**config.mk**
```make
export PLATFORM = sky130hd
export DESIGN_NAME = mem_bus_arbiter
export DESIGN_NICKNAME = d
export VERILOG_FILES = /design/src/rtl/mem_bus_arbiter.sv
export SDC_FILE = /design/constraint.sdc
export NUM_CORES = 1
export LEC_CHECK = 0
export ABC_CLOCK_PERIOD_IN_PS = 4200
export CELL_PAD_IN_SITES_DETAIL_PLACEMENT = 1
export CELL_PAD_IN_SITES_GLOBAL_PLACEMENT = 1
export CORE_MARGIN = 1
export CORE_UTILIZATION = 22
export DETAILED_ROUTE_END_ITERATION = 10
export HOLD_SLACK_MARGIN = 0.12
export PLACE_DENSITY_LB_ADDON = 0.15
export SLEW_MARGIN = 30
export SYNTH_ARGS = -nofsm -noshare
export SYNTH_HDL_FRONTEND = slang
export SYNTH_SLANG_ARGS = --single-unit
export TNS_END_PERCENT = 20
```
**constraint.sdc**
```tcl
create_clock -name clk -period 4.2 [get_ports clk]
set_input_delay 1.26 -clock clk [delete_from_list [all_inputs] [get_ports clk]]
set_output_delay 1.26 -clock clk [all_outputs]
set_load 0.005 [all_outputs]
```
**src/rtl/mem_bus_arbiter.sv**
```systemverilog
// mem_bus_arbiter: shares one burst memory port between ICache and DCache, one transaction in flight.
// Define ARB_ROUND_ROBIN_EN for round-robin arbitration; otherwise DCache has fixed priority.
module mem_bus_arbiter #(
    parameter int LEN_W = 4
) (
    input  logic             clk,
    input  logic             reset,
    input  logic             i_req,
    input  logic [31:0]      i_addr,
    input  logic [LEN_W-1:0] i_len,
    output logic             i_gnt,
    output logic [31:0]      i_rdata,
    output logic             i_rvalid,
    output logic             i_rlast,
    input  logic             d_req,
    input  logic             d_wr,
    input  logic [31:0]      d_addr,
    input  logic [LEN_W-1:0] d_len,
    input  logic [31:0]      d_wdata,
    input  logic [3:0]       d_wstrb,
    output logic             d_gnt,
    output logic             d_wready,
    output logic [31:0]      d_rdata,
    output logic             d_rvalid,
    output logic             d_rlast,
    output logic             d_bdone,
    output logic             m_req,
    output logic             m_wr,
    output logic [31:0]      m_addr,
    output logic [LEN_W-1:0] m_len,
    input  logic             m_addr_ok,
    output logic [31:0]      m_wdata,
    output logic [3:0]       m_wstrb,
    output logic             m_wvalid,
    output logic             m_wlast,
    input  logic             m_wready,
    input  logic [31:0]      m_rdata,
    input  logic             m_rvalid,
    input  logic             m_rlast,
    input  logic             m_bvalid
);
    typedef enum logic [2:0] {IDLE, ADDR, RDATA, WDATA, WRESP} state_t;
    state_t           state, state_nx;
    logic             own_d, wr_q, pick_d;
    logic [31:0]      addr_q;
    logic [LEN_W-1:0] len_q, cnt;
    logic             in_addr, in_rd, in_wd, rd_i, rd_d;

`ifdef ARB_ROUND_ROBIN_EN
    logic last_d;
    assign pick_d = d_req && (!i_req || !last_d);
    always_ff @(posedge clk or negedge reset) begin
        if (!reset) last_d <= 1'b0;
        else if (state == ADDR && m_addr_ok) last_d <= own_d;
    end
`else
    assign pick_d = d_req;
`endif

    always_ff @(posedge clk or negedge reset) begin
        if (!reset) begin
            state  <= IDLE;
            own_d  <= 1'b0;
            wr_q   <= 1'b0;
            addr_q <= '0;
            len_q  <= '0;
            cnt    <= '0;
        end else begin
            state <= state_nx;
            if (state == IDLE && (i_req || d_req)) begin
                own_d  <= pick_d;
                wr_q   <= pick_d & d_wr;
                addr_q <= pick_d ? d_addr : i_addr;
                len_q  <= pick_d ? d_len : i_len;
            end
            // outside WDATA the counter sits at zero, so every burst starts at beat 0
            if (state != WDATA) cnt <= '0;
            else if (m_wready) cnt <= cnt + 1'b1;
        end
    end

    always_comb begin
        state_nx = state;
        case (state)
            IDLE:    if (i_req || d_req) state_nx = ADDR;
            ADDR:    if (m_addr_ok) state_nx = wr_q ? WDATA : RDATA;
            RDATA:   if (m_rvalid && m_rlast) state_nx = IDLE;
            WDATA:   if (m_wready && m_wlast) state_nx = WRESP;
            WRESP:   if (m_bvalid) state_nx = IDLE;
            default: state_nx = IDLE;
        endcase
    end

    assign in_addr = state == ADDR;
    assign in_rd   = state == RDATA;
    assign in_wd   = state == WDATA;
    assign rd_i    = in_rd & ~own_d;
    assign rd_d    = in_rd & own_d;

    assign m_req    = in_addr;
    assign m_wr     = in_addr & wr_q;
    assign m_addr   = in_addr ? addr_q : '0;
    assign m_len    = in_addr ? len_q : '0;
    assign i_gnt    = in_addr & m_addr_ok & ~own_d;
    assign d_gnt    = in_addr & m_addr_ok & own_d;

    assign i_rdata  = rd_i ? m_rdata : '0;
    assign i_rvalid = rd_i & m_rvalid;
    assign i_rlast  = rd_i & m_rvalid & m_rlast;
    assign d_rdata  = rd_d ? m_rdata : '0;
    assign d_rvalid = rd_d & m_rvalid;
    assign d_rlast  = rd_d & m_rvalid & m_rlast;

    assign m_wvalid = in_wd;
    assign m_wdata  = in_wd ? d_wdata : '0;
    assign m_wstrb  = in_wd ? d_wstrb : '0;
    assign m_wlast  = in_wd & (cnt == len_q);
    assign d_wready = in_wd & m_wready;
    assign d_bdone  = (state == WRESP) & m_bvalid;
endmodule

```
==> results.toml <==
[status]
status = "completed"

[cts]
cts_sinks = 45
h-tree-depth = 2
holdBufCountCts = 0
clockBufferDepth = 2
cts_tree = "built"
post_cts_resized = 0
post_cts_buffers = 0
numCtsBuffers = 5
path_clk_slew_ns = 0.06
cts_root_buffer = "clkbuf_16"
clk_latency_ns = 0.28

[floorplan]
core_area_mm2 = 0.0140
start_util = 0.227
fp.dieArea_mm2 = 0.0150
row_count = 43
die_x_um = 122
dieHeight_um = 122
io_pins = 298

[cells_and_area]
multi_input_area_mm2 = 0.00189
drive_above_1_share = 0.0398
design_area_mm2 = 0.00643
post_layout_nonfiller_instances = 833
n_antenna_cell = 0
nets = 804
fillers = 1637
seq_area_mm2 = 0.00113
area_growth_pct = 101

[global_routing]
grt_pass1_wl_mm = 21.3
grt_start_max_net_pins = 46
grt_pass1_vias = 3780
grt_usage = 0.187
grt_overflow = 0
antenna_found_initial = 0

[logic_synthesis]
synth_cell_types = 34
synth_cells = 373
yosysTopAreaCell = "dfrtp_1"
synth_seq_cells = 45
yosys_most_used_dff = "dfrtp_1"
async_reset_ff_frac = 1.00
syn_nets = 524
synth-edff-count = 0
yosys_warnings = 0
synth.avg_cell_area_um2 = 8.56
syn-cell-area_mm2 = 0.00319
yosysSeqAreaShare = 0.353
synth_top_area_frac = 0.353
synthTopCellsByArea = "dfrtp_1, and3_1, and2_1, mux2i_1, o21ai_1"

[sta]
slew_headroom = 0.454
min_period_ns = 3.78
rsz0062_at_grt = "no"
fin_ws_ns = 0.422
setup_viol = 0
worst_pin_slew_ns = 0.816
finalCritPeriodShare = 0.900
report.final.slew_viol_count = 0
final-hold-violation-count = 0
clock_skew_ns = 0.00242
max_clock_freq_mhz = 265
finalSetupTns_ns = 0

[pwr]
finalPower_uw = 3040
internal_power_uw = 1920
seqPwrFrac = 0.247
p_sw_uw = 1120
p_per_area_mw_per_mm2 = 473
clkPwrFrac = 0.127
p_leak_uw = 0.00289
ir_worst_vdd_v = 0.000224
power.share.switching = 0.370
p_comb_frac = 0.626

[hold_path]
min_to = "addr_q[27]"
min-delay-start = "addr_q[27]"
hold_depth = 2
hold_class = "reg2reg"

[setup_path]
cp_common_cell = "clkdlybuf4s50_1"
critical_path_required_ns = 2.94
slowest_stage = "clkdlybuf4s50_1"
rrSetupSlack_ns = 2.40
worstSetupPathType = "in2out"
slowest_delay_ns = 0.57
critPathArrivalTime_ns = 2.52
reg2regPathDepth = 5
crit_chain = "clkdlybuf4s50_1, and3_1, clkdlybuf4s50_1"
endpoint_kind = "primary output"
r2r_start = "state[2]"
critPathTopFamily = "buffers and inverters"
cp.buffers_inverters = 2
crit_fanout = 4
crit_path_start_kind = "input port"
timing.rr.end = "addr_q[29]"

[placement]
dp.cells = 826
port_buffers = 297
gp_congestion = 0.765
pre_cts_ws_ns = 0.405
placed_area_mm2 = 0.00628
place_hpwl_mm = 11.8

[routing]
detail-route-antenna-nets = 0
wire_per_inst_um = 17.3
route.detailed.drc = 0
finalWirelength_mm = 14.4
viasPerCell = 4.49
dr.pass1.iters = 4
vias = 3742
drt-initial-drc-count = 101

[flow_run]
max_cap_violations = 0
[power groups by stage]
stage	Combinational (µW)	Clock, µW	Sequential, µW
CTS	1940	402	753
global placement	1910	0	748
detailed placement	1940	0	759
floorplan	907	0	721
finish	1900	387	751
global route	2100	420	780
[layout make-up]
type | instances | area share
multi-input combinational | 292 | 0.293
clock buffer | 7 | 0.0222
sequential | 45 | 0.175
inverter | 2 | 0.00117
timing repair buffer | 307 | 0.473
tap | 180 | 0.0350
[how the worst max path moves through the flow]
stage,cells after the start,slack [ns],from,endpoint
detailed placement,4,0.40,m_addr_ok,i_gnt
CTS,4,0.40,m_addr_ok,i_gnt
global placement,4,0.43,m_addr_ok,i_gnt
global route,6,0.29,state[2],m_wlast
floorplan,1,1.53,m_bvalid,d_bdone
finish,3,0.42,m_addr_ok,d_gnt
[cells in the mapped netlist, types with 2 or more instances]
| cell | instances |
|---|---|
| nand2_1 | 42 |
| clkbuf_2 | 3 |
| clkbuf_1 | 18 |
| nor3_4 | 2 |
| dfrtp_1 | 45 |
| mux2i_1 | 37 |
| buf_2 | 2 |
| o21ai_1 | 36 |
| and2_1 | 68 |
| buf_6 | 5 |
| nor2_1 | 6 |
| buf_1 | 2 |
| buf_4 | 4 |
| xor2_1 | 6 |
| and3_1 | 78 |
[through the flow]
stage	util	hold WS, ns
2_1_floorplan	-	0.447
3_3_place_gp	0.447	0.460
3_5_place_dp	0.448	0.470
4_1_cts	0.458	0.484
5_1_grt	0.458	0.498
6_report	0.458	0.481
[registers in the layout, indices dropped and copies added (netlist names)]
signal  count
addr_q     32
wr_q        1
state       3
cnt         4
len_q       4
own_d       1
[cell usage in the layout (no fill, tap or decap), types with 2 or more instances in the layout]
cell               n
nand2_1           42
and3_1            78
and2_1            68
nor3_4             2
clkbuf_16          5
mux2i_1           37
dfrtp_1           45
buf_4             11
o21ai_1           36
clkdlybuf4s50_1  295
nor2_1             6
xor2_1             6
[tightest hold or removal path: cells and delay by family, from the launching register on]
| family | cells | cell delay [ns] |
|---|---|---|
| DFF | 1 | 0.34 |
| and+or+nand+nor | 1 | 0.05 |
| AOI/OAI and AO/OA | 1 | 0.06 |
[cell families after synthesis]
logic type	Yosys count	synth area share
AOI/OAI and AO/OA	45	0.0776
xor gates and xnor gates	7	0.0192
adders and majority gates	1	0.00392
buffers and inverters	36	0.0607
DFF	45	0.353
muxes	37	0.116
and+or+nand+nor	202	0.370
[per-layer routing]
layer,vias to the layer above,share of wire,GRT usage
li1,1831,-,-
met1,1732,0.38,0.207
met2,164,0.51,0.346
met3,15,0.090,0.0548
met4,0,0.017,0.0518
met5,-,0,0
(Power assumes the default switching activity.)
